--- config.mk ---
export PLATFORM = sky130hd
export DESIGN_NAME = mem_port_arbiter
export DESIGN_NICKNAME = d
export VERILOG_FILES = /design/src/rtl/mem_port_arbiter.sv
export SDC_FILE = /design/constraint.sdc
export NUM_CORES = 1
export LEC_CHECK = 0
export ABC_AREA = 0
export CORE_AREA = 2 2 105 107
export CTS_BUF_LIST = sky130_fd_sc_hd__clkbuf_2
export CTS_CLUSTER_SIZE = 28
export DETAILED_ROUTE_END_ITERATION = 8
export DIE_AREA = 0 0 107 109
export PLACE_DENSITY = 0.69
export RECOVER_POWER = 50
export SKIP_CTS_REPAIR_TIMING = 1
export SLEW_MARGIN = 0
export SYNTH_ARGS = -nofsm -noshare
export SYNTH_HDL_FRONTEND = slang
export SYNTH_SLANG_ARGS = --single-unit
--- constraint.sdc ---
create_clock -name clk -period 2.5 [get_ports clk]
set_clock_uncertainty 0.05 [all_clocks]
set_input_delay 0.5 -clock clk [delete_from_list [all_inputs] [get_ports clk]]
set_output_delay 0.5 -clock clk [all_outputs]
set_load 0.02 [all_outputs]
--- src/rtl/mem_port_arbiter.sv ---
// -----------------------------------------------------------------------------
// mem_port_arbiter
// Shares one single-port unified memory between the instruction-fetch port
// (IF) and the load/store port (DM). Each cycle at most one requester is
// granted and drives the memory port. Read data returns one cycle later and is
// steered to whichever port owned the read. DM normally wins contention; a
// streak counter hands the port to IF after STARVE_LIMIT consecutive DM grants
// taken while IF was waiting.
//
// Ports:
//   clk, reset                   clock, synchronous active-high reset
//   if_req_i/if_addr_i           fetch read request and address
//   if_gnt_o/if_rvalid_o/if_rdata_o  fetch grant, read valid, read data
//   dm_req_i/dm_we_i/dm_addr_i/dm_wdata_i  data request, write flag, addr, data
//   dm_gnt_o/dm_rvalid_o/dm_rdata_o  data grant, read valid, read data
//   stall_if_o                   fetch must hold PC/IF register
//   mem_en_o/mem_we_o/mem_addr_o/mem_wdata_o  memory port
//   mem_rdata_i                  memory read data, 1 cycle after a read enable
// -----------------------------------------------------------------------------
module mem_port_arbiter #(
    parameter int DATA_WIDTH   = 32,
    parameter int ADDR_WIDTH   = 32,
    parameter int STARVE_LIMIT = 4
) (
    input  logic                  clk,
    input  logic                  reset,
    input  logic                  if_req_i,
    input  logic [ADDR_WIDTH-1:0] if_addr_i,
    output logic                  if_gnt_o,
    output logic                  if_rvalid_o,
    output logic [DATA_WIDTH-1:0] if_rdata_o,
    input  logic                  dm_req_i,
    input  logic                  dm_we_i,
    input  logic [ADDR_WIDTH-1:0] dm_addr_i,
    input  logic [DATA_WIDTH-1:0] dm_wdata_i,
    output logic                  dm_gnt_o,
    output logic                  dm_rvalid_o,
    output logic [DATA_WIDTH-1:0] dm_rdata_o,
    output logic                  stall_if_o,
    output logic                  mem_en_o,
    output logic                  mem_we_o,
    output logic [ADDR_WIDTH-1:0] mem_addr_o,
    output logic [DATA_WIDTH-1:0] mem_wdata_o,
    input  logic [DATA_WIDTH-1:0] mem_rdata_i
);

    localparam int SW = $clog2(STARVE_LIMIT + 1);
    localparam logic [SW-1:0] LIMIT_C = SW'(STARVE_LIMIT);
    localparam logic [SW-1:0] ONE_C   = SW'(1);

    typedef enum logic [1:0] {
        OWN_NONE = 2'd0,
        OWN_IF   = 2'd1,
        OWN_DM   = 2'd2
    } owner_e;

    owner_e        resp_owner_q, resp_owner_d;
    logic [SW-1:0] streak_q, streak_d;
    logic          if_gnt_s, dm_gnt_s;

    // State register: response owner and starvation streak
    always_ff @(posedge clk) begin
        if (reset) begin
            resp_owner_q <= OWN_NONE;
            streak_q     <= '0;
        end else begin
            resp_owner_q <= resp_owner_d;
            streak_q     <= streak_d;
        end
    end

    // Grant decision: DM wins contention unless IF has waited STARVE_LIMIT grants
    always_comb begin
        if_gnt_s = 1'b0;
        dm_gnt_s = 1'b0;
        if (reset) begin
            if_gnt_s = 1'b0;
            dm_gnt_s = 1'b0;
        end else if (if_req_i && dm_req_i) begin
            if (streak_q == LIMIT_C) begin
                if_gnt_s = 1'b1;
            end else begin
                dm_gnt_s = 1'b1;
            end
        end else begin
            if_gnt_s = if_req_i;
            dm_gnt_s = dm_req_i;
        end
    end

    // Next-state: streak saturates at the limit; owner tracks the read in flight
    always_comb begin
        streak_d     = streak_q;
        resp_owner_d = OWN_NONE;
        if (if_gnt_s || !if_req_i) begin
            streak_d = '0;
        end else if (dm_gnt_s && (streak_q != LIMIT_C)) begin
            streak_d = streak_q + ONE_C;
        end else begin
            streak_d = streak_q;
        end
        if (if_gnt_s) begin
            resp_owner_d = OWN_IF;
        end else if (dm_gnt_s && !dm_we_i) begin
            resp_owner_d = OWN_DM;
        end else begin
            resp_owner_d = OWN_NONE;
        end
    end

    // Memory port mux: granted port drives the bus, idle bus is all zeros
    always_comb begin
        mem_en_o    = if_gnt_s | dm_gnt_s;
        mem_we_o    = 1'b0;
        mem_addr_o  = '0;
        mem_wdata_o = '0;
        if (if_gnt_s) begin
            mem_addr_o = if_addr_i;
        end else if (dm_gnt_s) begin
            mem_we_o    = dm_we_i;
            mem_addr_o  = dm_addr_i;
            mem_wdata_o = dm_wdata_i;
        end else begin
            mem_we_o = 1'b0;
        end
    end

    // Response routing; reset suppresses a response still in flight
    always_comb begin
        if_rvalid_o = (resp_owner_q == OWN_IF) && !reset;
        dm_rvalid_o = (resp_owner_q == OWN_DM) && !reset;
        if_rdata_o  = '0;
        dm_rdata_o  = '0;
        if (if_rvalid_o) begin
            if_rdata_o = mem_rdata_i;
        end else begin
            if_rdata_o = '0;
        end
        if (dm_rvalid_o) begin
            dm_rdata_o = mem_rdata_i;
        end else begin
            dm_rdata_o = '0;
        end
    end

    assign if_gnt_o   = if_gnt_s;
    assign dm_gnt_o   = dm_gnt_s;
    assign stall_if_o = if_req_i & ~if_gnt_s & ~reset;

endmodule
==> results of run 1 <==
[cell families (layout without fill, tap and decap cells)]
| kind of cell | count (synthesis) | count (layout) | synth area share |
|---|---|---|---|
| xor+xnor | 1 | 1 | 0.00720 |
| simple gates | 109 | 109 | 0.560 |
| flops | 5 | 5 | 0.0822 |
| other cells | 0 | 1 | 0 |
| compound gates | 34 | 34 | 0.249 |
| fa+ha+maj | 2 | 2 | 0.0206 |
| buf+inv | 21 | 288 | 0.0812 |
[stage by stage]
step | util | setup slack [ns]
floorplan | - | 0.379
global placement | 0.389 | -0.558
detailed placement | 0.389 | -0.584
CTS | 0.390 | -0.586
global route | 0.415 | -0.0287
finish | 0.415 | 0.0460
[flip-flops by register name, indices dropped and copies added (netlist names)]
| signal | count |
|---|---|
| resp_owner_q | 2 |
| streak_q | 3 |
[final cells by class]
class / instances / area, um2 / share of cell area
antenna: 1 / 2.50 / 0.000569
timing repair buffer: 280 / 3050 / 0.692
tap: 140 / 175 / 0.0398
clock buffer: 4 / 20.0 / 0.00455
multi-input combinational: 146 / 1040 / 0.237
sequential: 5 / 100 / 0.0227
inverter: 4 / 15.0 / 0.00341
[report_power, final]
part	internal [W]	total, W	leakage [nW]	switching [W]
Sequential	0.0000820	0.0000831	0.0407	0.00000118
Combinational	0.000339	0.000548	3.55	0.000209
Clock	0.0000423	0.0000749	0.0166	0.0000326
Total	0.000463	0.000706	3.61	0.000243
[metal layers]
metal | GRT usage | wire (um)
met1 | 0.102 | 2570
met5 | 0 | 0
met3 | 0.0472 | 943
met2 | 0.245 | 4400
met4 | 0.0148 | 25
[critical path, stage by stage]
cell	delay [ns]
dlymetal6s2s_1	0.21
nor3b_2	0.26
buf_12	0.20
and2_1	0.13
clkdlybuf4s50_1	0.60
[worst min path at each step]
stage | startpoint | to | slack, ns | cells after the start
2_1_floorplan | streak_q[0]$_SDFFE_PP0P_ | streak_q[0]$_SDFFE_PP0P_ | 0.37 | 1
3_3_place_gp | streak_q[0]$_SDFFE_PP0P_ | streak_q[0]$_SDFFE_PP0P_ | 0.45 | 2
5_1_grt | streak_q[0]$_SDFFE_PP0P_ | streak_q[0]$_SDFFE_PP0P_ | 0.49 | 2
4_1_cts | streak_q[0]$_SDFFE_PP0P_ | streak_q[0]$_SDFFE_PP0P_ | 0.46 | 2
3_5_place_dp | streak_q[0]$_SDFFE_PP0P_ | streak_q[0]$_SDFFE_PP0P_ | 0.45 | 2
6_report | streak_q[0]$_SDFFE_PP0P_ | streak_q[0]$_SDFFE_PP0P_ | 0.46 | 2
[layout by cell type, fill, tap and decap left out, drive strengths merged]
cell	Yosys	layout
nor3b	2	2
inv	4	4
xnor2	1	1
and3	1	1
nand2	1	1
clkdlybuf4s50	0	133
dfxtp	5	5
clkbuf	9	22
buf	8	12
dlymetal6s2s	0	117
a22o	32	32
diode	0	1
ha	2	2
nor2b	4	4
and2	97	97
a21boi	1	1
nor2	4	4
a311oi	1	1
==> results.toml, run 1 <==
[run_status]
status = "finished, final reports clean"

[route]
drtPass1Iterations = 4
avgRoutedWirePerCell_um = 13.7
postRouteAntennaNets = 0
vias = 2246
avgViaCountPerCell = 3.87
wirelength_um = 7950
drt_iter0_drc = 81
drc_errors = 0

[cts]
path_clk_slew_ns = 0.06
cts-root-buf = "clkbuf_2"
clk_path_buf_depth = 2
numCtsBuffers = 3
clk_latency_ns = 0.22
cts_sinks = 5
cts_htree_levels = 1
cts_tree = "done"

[logic_synthesis]
yosysWarnings = 0
synth_cell_types = 16
synth_edf_count = 0
netlist_instances = 172
async_flop_share = 0
synth_top_cell_by_area = "and2_1"
netlist.area_leader.share = 0.498
ys_seq_area_frac = 0.0822
syn-num-nets = 307
dominantRegCellSynth = "dfxtp_1"
synthTopCellsByCount = "and2_1, a22o_1, clkbuf_1"
yosysMostFrequentCell = "and2_1"
syn_area_mm2 = 0.00122
synthTopCellsByArea = "and2_1, a22o_1, dfxtp_1"
avgSynthCellArea_um2 = 7.08
ys_ff_latch = 5

[timing]
worstMarginPinSlew_ns = 0.318
final-hold-violation-count = 0
timing.setup.tns_ns = 0
fin_crit_sh = 0.982
relSlewSlack = 0.788
slew_violations = 0
min_period_ns = 2.45
setup_viol = 0
fmax_ghz = 0.408
hold-worst-slack_ns = 0.459

[global_route]
first_global_vias = 2216
grt_pass1_wl_um = 10700
grt_max_degree = 47
grt_use_total = 0.115
grt.overflow.total = 0
grt_antenna_before_repair = 1

[power_and_ir_drop]
p_per_area_mw_per_mm2 = 160
irDropWorstVdd_uv = 81.7
power_leakage_nw = 3.61
power_w = 0.000706

[final_layout]
area_delta_synth_final_pct = 262
nets = 575
drive_gt1_frac = 0.0911
finalNonFillerCells = 580
stdcell_area_mm2 = 0.00440
fillers = 1046

[floorplanning]
num_rows = 38
die-area_mm2 = 0.0117
die_h_um = 109
start_util = 0.115
pin_count = 268
core-area_mm2 = 0.0106
die_w_um = 107

[placement]
dpl.hpwl_um = 6530
gp_congestion = 0.712
port_buffers = 267
post-place-cells = 572
placed_area_mm2 = 0.00412

[worst_setup_path]
cp-end-kind = "output port"
r2r-start = "streak_q[0]$_SDFFE_PP0P_"
crit_arrival_ns = 1.90
path_max_fanout = 33
worst_r2r_path_depth = 6
cp-start-kind = "input port"
crit_type = "in -> out"
critical_path.startpoint = "reset"
required_ns = 1.95
r2r_end = "resp_owner_q[1]$_SDFF_PP0_"
endpoint = "if_rdata_o[6]"
reg2reg_slack_ns = 0.97

[job]
drv_cap = 0

[min_path]
hold_class = "reg -> reg"
Note: power is estimated with default switching activity, not from simulation.
==> run 2: changes to the inputs <==
--- a/config.mk
+++ b/config.mk
@@ -11,6 +11,7 @@
 export CTS_CLUSTER_SIZE = 28
 export DETAILED_ROUTE_END_ITERATION = 8
 export DIE_AREA = 0 0 107 109
+export GPL_TIMING_DRIVEN = 0
 export PLACE_DENSITY = 0.69
 export RECOVER_POWER = 50
 export SKIP_CTS_REPAIR_TIMING = 1
==> run 2 against run 1 <==
  * Non-clock buffer count up 11
  * Die area unchanged
  * Global-route usage down 0.14 points
  * Combinational power down 3%
  * Maximum frequency up 2.2%
  * Count of clock-buffer cells in the layout unchanged
  * Hold slack worse by 0.089 ns
  * Via count up 2.5%
  * Routed wire length down 1.4%
  * Clock power up 1%
  * Register-to-register slack worse by 0.03 ns
  * Total power down 1.7%
  * Critical path type unchanged
  * Critical endpoint is now if_rvalid_o
  * Largest power group unchanged
  * Highest routed layer unchanged
==> results.toml, run 2 (synthesis gave the netlist of run 1 again) <==
[cts]
cts_tree = "done"
clk_latency_ns = 0.22
cts_sinks = 5
path_clk_slew_ns = 0.06
clk_path_buf_depth = 2
cts_htree_levels = 1
cts-root-buf = "clkbuf_2"
numCtsBuffers = 3

[power_and_ir_drop]
power_leakage_nw = 3.42
p_per_area_mw_per_mm2 = 161
irDropWorstVdd_uv = 74.5

[final_layout]
drive_gt1_frac = 0.151
nets = 586
multi_input_area_mm2 = 0.00106
top_register = "streak_q"
area_delta_synth_final_pct = 254
mostFrequentLayoutCells = "clkdlybuf4s50_1, dlymetal6s2s_1, and2_1"
area.sequential_um2 = 101
fin_util = 0.407
diodes = 0
final_common_cell = "clkdlybuf4s50_1"
largest_register_ffs = 3
reg_top3 = "streak_q x3, resp_owner_q x2"
fillers = 1045

[global_route]
first_global_vias = 2137
grt_pass1_wl_um = 10600
grt_antenna_before_repair = 0
grt.overflow.total = 0
grt_max_degree = 11
grt_use_total = 0.114

[min_path]
min_to = "streak_q[0]$_SDFFE_PP0P_"
min_from = "streak_q[0]$_SDFFE_PP0P_"
hold_class = "reg -> reg"
min_delay_path_depth = 1

[timing]
setup_viol = 0
slew_violations = 0
min_period_ns = 2.40
final-hold-violation-count = 0
fmax_ghz = 0.416
fin_crit_sh = 0.961
relSlewSlack = 0.810
setup_ws_ns = 0.0978
timing.setup.tns_ns = 0
worstMarginPinSlew_ns = 0.285

[worst_setup_path]
crit_type = "in -> out"
required_ns = 1.95
reg2reg_slack_ns = 0.94
cp-end-kind = "output port"
crit_arrival_ns = 1.85
worst_r2r_path_depth = 6
cp-start-kind = "input port"
r2r_end = "resp_owner_q[1]$_SDFF_PP0_"
path_max_fanout = 10
r2r-start = "streak_q[0]$_SDFFE_PP0P_"

[route]
avgRoutedWirePerCell_um = 13.3
drt_iter0_drc = 41
postRouteAntennaNets = 0
vias = 2303
wirelength_um = 7840
avgViaCountPerCell = 3.90
drc_errors = 0
drtPass1Iterations = 4

[placement]
port_buffers = 267
gp_congestion = 0.767
post-place-ws_ns = -0.787
dpl.hpwl_um = 6770

[floorplanning]
num_rows = 38
die_h_um = 109
die_w_um = 107
core-area_mm2 = 0.0106
start_util = 0.115
die-area_mm2 = 0.0117
pin_count = 268

[job]
drv_cap = 0

[run_status]
status = "finished, final reports clean"
run 2: how the worst max path moves through the flow:
stage | to | cells past startpoint | from | slack, ns
6_report | if_rvalid_o | 4 | reset | 0.1
5_1_grt | mem_wdata_o[25] | 7 | streak_q[0]$_SDFFE_PP0P_ | -0.02
4_1_cts | mem_addr_o[8] | 6 | reset | -0.78
3_5_place_dp | mem_addr_o[8] | 6 | reset | -0.79
3_3_place_gp | mem_addr_o[8] | 6 | reset | -0.78
2_1_floorplan | mem_wdata_o[10] | 5 | streak_q[0]$_SDFFE_PP0P_ | 0.38
run 2: where the power goes:
| part | switching, W | internal (W) |
|---|---|---|
| Clock | 0.0000335 | 0.0000424 |
| Combinational | 0.000210 | 0.000325 |
| Sequential | 0.00000193 | 0.0000821 |
run 2: worst max-delay path: stages:
cell	delay [ns]
clkbuf_2	0.20
nor3b_4	0.33
buf_4	0.21
clkdlybuf4s50_1	0.61
run 2: metal layers:
metal / global-route usage / up-vias / part of all wire
li1: - / 1132 / -
met4: 0.0111 / 0 / 0.0033
met3: 0.0412 / 4 / 0.11
met5: 0 / - / 0
met2: 0.235 / 153 / 0.55
met1: 0.111 / 1014 / 0.33
run 2: final cells by class:
cell class | count | share of cell area
Inverter | 4 | 0.00348
Timing Repair Buffer | 274 | 0.651
Buffer | 17 | 0.0299
Clock buffer | 4 | 0.00464
Multi-Input combinational cell | 146 | 0.247
Tap cell | 140 | 0.0406
Sequential cell | 5 | 0.0235
run 2: through the flow:
step | instances | hold WS [ns] | total power (W) | cell area [um2]
final | 590 | 0.370 | 0.000694 | 4310
after global routing | 590 | 0.392 | 0.000740 | 4310
after CTS | 583 | 0.404 | 0.000724 | 4090
after detailed placement | 579 | 0.390 | 0.000644 | 4070
after global placement | 579 | 0.381 | 0.000638 | 4070
after floorplan | 172 | 0.367 | 0.000271 | 1220
